## src/rtl/ray_packet_assembler_pkg.sv

```systemverilog
// Shared constants for the ray-generation FIFO consumer: word geometry,
// ray ID width and the slot index of each direction component.
package ray_packet_assembler_pkg;

  localparam int GPU_WORD_W        = 32;
  localparam int RGU_WORDS_PER_RAY = 3;
  localparam int RGU_RAY_ID_SZ     = 16;

  // Position of each direction component within a packet, in pop order.
  localparam int RGU_RAY_WORD_X = 0;
  localparam int RGU_RAY_WORD_Y = 1;
  localparam int RGU_RAY_WORD_Z = 2;

endpackage

```

## src/rtl/ray_output_slot.sv

```systemverilog
// Single-entry output register for an assembled ray packet {id, X, Y, Z}.
// Owns the load / accept / hold behaviour towards the ray-cast core.
module ray_output_slot
  import ray_packet_assembler_pkg::*;
#(
  parameter int WORD_W = GPU_WORD_W,
  parameter int ID_W   = RGU_RAY_ID_SZ
) (
  input  logic              iClock,
  input  logic              iReset,
  input  logic              iClear,
  input  logic              iLoad,
  input  logic [ID_W-1:0]   iLoadId,
  input  logic [WORD_W-1:0] iLoadX,
  input  logic [WORD_W-1:0] iLoadY,
  input  logic [WORD_W-1:0] iLoadZ,
  input  logic              iReady,
  output logic              oValid,
  output logic [ID_W-1:0]   oId,
  output logic [WORD_W-1:0] oX,
  output logic [WORD_W-1:0] oY,
  output logic [WORD_W-1:0] oZ
);

  // Handshake: a packet transfers on every edge where oValid && iReady.
  // While oValid && !iReady the payload is frozen; oValid never drops
  // without a transfer except on clear or reset. A load on the accepting
  // edge replaces the packet directly, keeping oValid high with no bubble.
  always_ff @(posedge iClock or posedge iReset) begin
    if (iReset) begin
      oValid <= 1'b0;
      oId    <= '0;
      oX     <= '0;
      oY     <= '0;
      oZ     <= '0;
    end else if (iClear) begin
      oValid <= 1'b0;
    end else if (iLoad) begin
      oValid <= 1'b1;
      oId    <= iLoadId;
      oX     <= iLoadX;
      oY     <= iLoadY;
      oZ     <= iLoadZ;
    end else if (oValid && iReady) begin
      oValid <= 1'b0;
    end
  end

endmodule

```

## src/rtl/ray_packet_assembler.sv

```systemverilog
// Pops direction words from the ray-generation FIFO, groups them into
// {X, Y, Z} packets, tags each with a sequential ID and hands them on.
module ray_packet_assembler
  import ray_packet_assembler_pkg::*;
#(
  parameter int WORD_W        = GPU_WORD_W,
  parameter int WORDS_PER_RAY = RGU_WORDS_PER_RAY,
  parameter int ID_W          = RGU_RAY_ID_SZ
) (
  input  logic              iClock,
  input  logic              iReset,
  input  logic              iEnable,
  input  logic              iClear,
  input  logic              iFifoEmpty,
  output logic              oFifoPop,
  input  logic [WORD_W-1:0] iFifoData,
  output logic              oRayValid,
  input  logic              iRayReady,
  output logic [WORD_W-1:0] oRayDirX,
  output logic [WORD_W-1:0] oRayDirY,
  output logic [WORD_W-1:0] oRayDirZ,
  output logic [ID_W-1:0]   oRayId,
  output logic              oPartial,
  output logic [ID_W-1:0]   oRayCount
);

  localparam int IDX_W = (WORDS_PER_RAY > 1) ? $clog2(WORDS_PER_RAY) : 1;
  localparam int CNT_W = $clog2(WORDS_PER_RAY + 1);
  localparam logic [IDX_W-1:0] LAST_IDX  = IDX_W'(WORDS_PER_RAY - 1);
  localparam logic [CNT_W-1:0] STALL_CNT = CNT_W'(WORDS_PER_RAY - 1);
  localparam logic [IDX_W-1:0] SLOT_X    = IDX_W'(RGU_RAY_WORD_X);
  localparam logic [IDX_W-1:0] SLOT_Y    = IDX_W'(RGU_RAY_WORD_Y);

  logic [IDX_W-1:0]  rIdx;
  logic              rPopD;
  logic [WORD_W-1:0] rAsm [2**IDX_W];
  logic [ID_W-1:0]   rIdCnt;
  logic [ID_W-1:0]   rRayCount;

  logic              wAccept;
  logic              wStall;
  logic              wCapture;
  logic              wComplete;
  logic [CNT_W-1:0]  wPopCount;

  assign wAccept   = oRayValid & iRayReady;
  assign wPopCount = CNT_W'(rIdx) + CNT_W'(rPopD);

  // Popping the last word of a packet is only safe if the output slot will
  // be free by the time that word returns; otherwise hold the FIFO.
  assign wStall   = (wPopCount >= STALL_CNT) & oRayValid & ~wAccept;
  assign oFifoPop = iEnable & ~iFifoEmpty & ~iClear & ~wStall & ~iReset;

  assign wCapture  = rPopD & ~iClear;
  assign wComplete = wCapture & (rIdx == LAST_IDX);

  always_ff @(posedge iClock or posedge iReset) begin
    if (iReset) begin
      rIdx      <= '0;
      rPopD     <= 1'b0;
      rIdCnt    <= '0;
      rRayCount <= '0;
    end else if (iClear) begin
      rIdx      <= '0;
      rPopD     <= 1'b0;
      rIdCnt    <= '0;
      rRayCount <= '0;
    end else begin
      rPopD <= oFifoPop;
      if (wCapture) begin
        rIdx <= (rIdx == LAST_IDX) ? '0 : rIdx + 1'b1;
      end
      if (wComplete) begin
        rIdCnt <= rIdCnt + 1'b1;
      end
      if (wAccept) begin
        rRayCount <= rRayCount + 1'b1;
      end
    end
  end

  // Payload-only storage; the last word bypasses it straight into the slot.
  always_ff @(posedge iClock) begin
    if (wCapture) begin
      rAsm[rIdx] <= iFifoData;
    end
  end

  ray_output_slot #(
    .WORD_W (WORD_W),
    .ID_W   (ID_W)
  ) uOutputSlot (
    .iClock  (iClock),
    .iReset  (iReset),
    .iClear  (iClear),
    .iLoad   (wComplete),
    .iLoadId (rIdCnt),
    .iLoadX  (rAsm[SLOT_X]),
    .iLoadY  (rAsm[SLOT_Y]),
    .iLoadZ  (iFifoData),
    .iReady  (iRayReady),
    .oValid  (oRayValid),
    .oId     (oRayId),
    .oX      (oRayDirX),
    .oY      (oRayDirY),
    .oZ      (oRayDirZ)
  );

  assign oPartial  = (rIdx != '0);
  assign oRayCount = rRayCount;

  // The FIFO must never be read while empty.
  assert property (@(posedge iClock) disable iff (iReset)
    oFifoPop |-> !iFifoEmpty);

  // A packet under backpressure must stay put until accepted.
  assert property (@(posedge iClock) disable iff (iReset)
    (oRayValid && !iRayReady && !iClear) |=>
      (oRayValid && $stable(oRayId) && $stable(oRayDirX) &&
       $stable(oRayDirY) && $stable(oRayDirZ)));

endmodule
```

## config.mk

```make
export PLATFORM = sky130hd
export DESIGN_NAME = ray_packet_assembler
export DESIGN_NICKNAME = d
export VERILOG_FILES = /design/src/rtl/ray_packet_assembler_pkg.sv /design/src/rtl/ray_output_slot.sv /design/src/rtl/ray_packet_assembler.sv
export SDC_FILE = /design/constraint.sdc
export NUM_CORES = 1
export LEC_CHECK = 0
export CELL_PAD_IN_SITES_DETAIL_PLACEMENT = 1
export CELL_PAD_IN_SITES_GLOBAL_PLACEMENT = 1
export CORE_MARGIN = 3
export CORE_UTILIZATION = 38
export DETAILED_ROUTE_END_ITERATION = 6
export PLACE_DENSITY = 0.78
export SLEW_MARGIN = 10
export SYNTH_ARGS = -nofsm -noshare
export SYNTH_HDL_FRONTEND = slang
export SYNTH_SLANG_ARGS = --single-unit
```

## constraint.sdc

```tcl
create_clock -name iClock -period 4.6 [get_ports iClock]
set_input_delay 0.46 -clock iClock [delete_from_list [all_inputs] [get_ports iClock]]
set_output_delay 0.46 -clock iClock [all_outputs]
set_load 0.05 [all_outputs]
```

==> impl_metrics.ini <==
[routing]
dr.pass1.iters = 4
wl_per_cell_um = 19.5
drtIter0Drc = 207
viasPerCell = 4.94
ant_nets = 0
dr_total_vias = 4732
wirelength_um = 18700
drc = 0

[clock_tree]
cts_tree = done
cts_buffer_depth = 3
cts_buffers = 22
cts_setup_buffers = 0
clock_tree.root_cell = clkbuf_16
cts.reportedPaths.clkPinSlew_ps = 60
cts-resized-gates = 0
htreeDepth = 1
cts_hold_buf = 0
insertion_delay_ps = 500
clock_sinks = 212

[logic_synthesis]
synth_area_um2 = 7920
async_flop_share_pct = 69.8
synth_enable_flop_cells = 64
synth_flop_cell = dfrtp_1
seq_area_frac_synth_pct = 71.0
synth.distinct_cells = 37
synth_area_per_cell_um2 = 16.1
syn_nets = 531
yosysWarnings = 0
synth-seq-cells = 212
syn_inst = 491

[placement]
globalplace.congestion = 0.766
dpl_cell_area_um2 = 9910
placed_cells = 918
portBuffers = 168
hpwl_um = 12300

[grt]
first_global_vias = 5298
grt_usage_pct = 16.7
grt_pass1_wl_um = 29600
gr-total-overflow = 0
antenna_found_initial = 0
grt_max_degree = 104

[timing]
fin_worst_skew_ps = 15.8
hold_ws_ps = 476
hold_viol = 0
drv_slew = 0
worst_pin_slew_ps = 967
fin_crit_sh_pct = 62.6
setup_viol = 0
slew_headroom_pct = 35.5
timing.fmax_mhz = 347
setup_tns_ps = 0
rsz0062_at_grt = false
final.min_clock_period_ps = 2880

[pwr]
peakVddDrop_v = 0.000314
leakage_nw = 4.48
power_density_nw_per_um2 = 360

[floorplan]
core-area_um2 = 20400
std_cell_rows = 52
start_util_pct = 38.9
ios = 169
die_h_um = 150
die_w_um = 150
die_area_um2 = 22600

[cells_and_area]
num_antenna_cells = 0
drive_above_1_share_pct = 23.9
nets = 712
finish.utilization_pct = 52.1
final_cells = 957
stdcell_area_um2 = 10600
syn2layout_area_growth_pct = 34.1

[critical_path]
crit_path_start_kind = flip-flop
ff2ff_path_depth = 3
crit-reg2reg-launch = rIdx[0]
worstPathMaxFanout = 7
required_ps = 4140
reg2reg_to = oRayDirX[13]
r2r_slack_ps = 2440
end_kind = output pin
crit_type = flip-flop to output pin
cp.arrival_ps = 2420

[hold_path]
worstHoldStart = rAsm[0][6]
whs_endpoint = oRayDirX[6]
hold_class = flip-flop to flip-flop
hold_depth = 1

[run]
cap_violations = 0

[run_status]
status = complete, no violations
## critical path, cell delays in order, from the launching register on
cell and delay [ps]:
dfrtp_1 450, nand2_1 120, or2_2 130, a21oi_1 80, nor4_1 280, clkdlybuf4s50_1 870
## cell usage in the layout, fill, tap and decap left out, drive strengths merged
cell type / instances
a21o: 1
a21oi: 9
and3: 3
and3b: 1
and4: 1
and4bb: 1
buf: 7
bufinv: 1
clkbuf: 32
clkdlybuf4s50: 168
clkinv: 6
dfrtp: 148
edfxtp: 64
ha: 2
inv: 7
mux2: 114
mux2i: 3
nand2: 11
nand2b: 4
nand3: 12
nand4: 10
nor2: 27
nor2b: 6
nor3: 6
nor3b: 1
nor4: 6
nor4bb: 1
o21ai: 8
o31ai: 3
or2: 1
or3: 5
xnor2: 10
xor2: 8
## flip-flops by register name, indices dropped and copies added, names as in the netlist
name,flops
rPopD,1
rIdCnt,16
uOutputSlot.oZ,32
rAsm,64
uOutputSlot.oValid,1
uOutputSlot.oId,16
rIdx,2
oRayCount,16
oRayDirX,32
oRayDirY,32
## cell families (layout without fill, tap and decap cells)
group                      after synthesis  in the layout  synth area share [%]
xor gates and xnor gates                18             18                  1.99
buffers and inverters                   25            221                  1.85
muxes                                  117            117                  16.6
AOI/OAI and AO/OA                       21             21                  1.45
adders and majority gates                2              2                 0.316
DFF                                    212            212                  71.0
and+or+nand+nor                         96             96                  6.75
## layout make-up
type | count | area (um^2)
Clock inverter | 7 | 63.8
Inverter | 7 | 31.3
Clock buffer | 32 | 639
Multi-Input combinational cell | 254 | 2170
Sequential cell | 212 | 5630
Tap cell | 270 | 338
Fill cell | 1966 | 9750
Timing Repair Buffer | 175 | 1750
## cells in the mapped netlist (2+ instances only)
library cell    n  share of area (%)
xor2_1          8               0.88
nand2_1        10               0.47
nor4_1          6               0.47
nand4_1         7               0.55
nor2_1         27                1.3
or3_1           5               0.40
xnor2_1        10                1.1
nor3_1          6               0.38
and3_1          3               0.24
o31ai_1         3               0.28
mux2i_1         3               0.38
nand4_2         2               0.32
ha_1            2               0.32
clkbuf_1        3               0.14
a21oi_1         9               0.57
nand2b_1        4               0.32
buf_6           5               0.71
buf_4           2               0.19
buf_1           2              0.095
o21ai_0         8               0.51
buf_2           6               0.38
mux2_2        114                 16
nor2b_1         6               0.47
edfxtp_1       64                 24
nand3_1        11               0.70
dfrtp_1       148                 47
inv_1           7               0.33
## how the worst max path moves through the flow
stage	from	end	cells past startpoint
floorplan	iReset	oRayCount[0]	1
global placement	iClear	oRayDirY[14]	4
detailed placement	iClear	uOutputSlot.oZ[16]	4
CTS	rPopD	oFifoPop	5
global route	rPopD	oFifoPop	5
finish	rPopD	oFifoPop	5
## metal layers
layer / global-route usage (%) / wire, um / share of wire [%] / up-vias
met5: 0 / 0 / 0 / -
met4: 3.29 / 259 / 1.4 / 0
met3: 7.34 / 1880 / 10 / 26
met2: 28.3 / 9310 / 50 / 143
met1: 19.9 / 7210 / 39 / 2432
li1: - / - / - / 2131
## metrics by stage
| stage | total power, mW | worst slack, ps |
|---|---|---|
| 2_1_floorplan | 2.06 | 160 |
| 4_1_cts | 3.89 | 1680 |
| 5_1_grt | 3.97 | 1600 |
| 3_5_place_dp | 2.14 | 1730 |
| 6_report | 3.82 | 1720 |
| 3_3_place_gp | 2.14 | 1800 |
## power by group
group,total (mW),internal [mW],leakage [nW],switching (mW)
clock network,1.72,1.02,0.350,0.700
registers,1.96,1.96,2.64,0.00655
logic,0.141,0.0526,1.49,0.0888
Note: power is estimated with default switching activity, not from simulation.
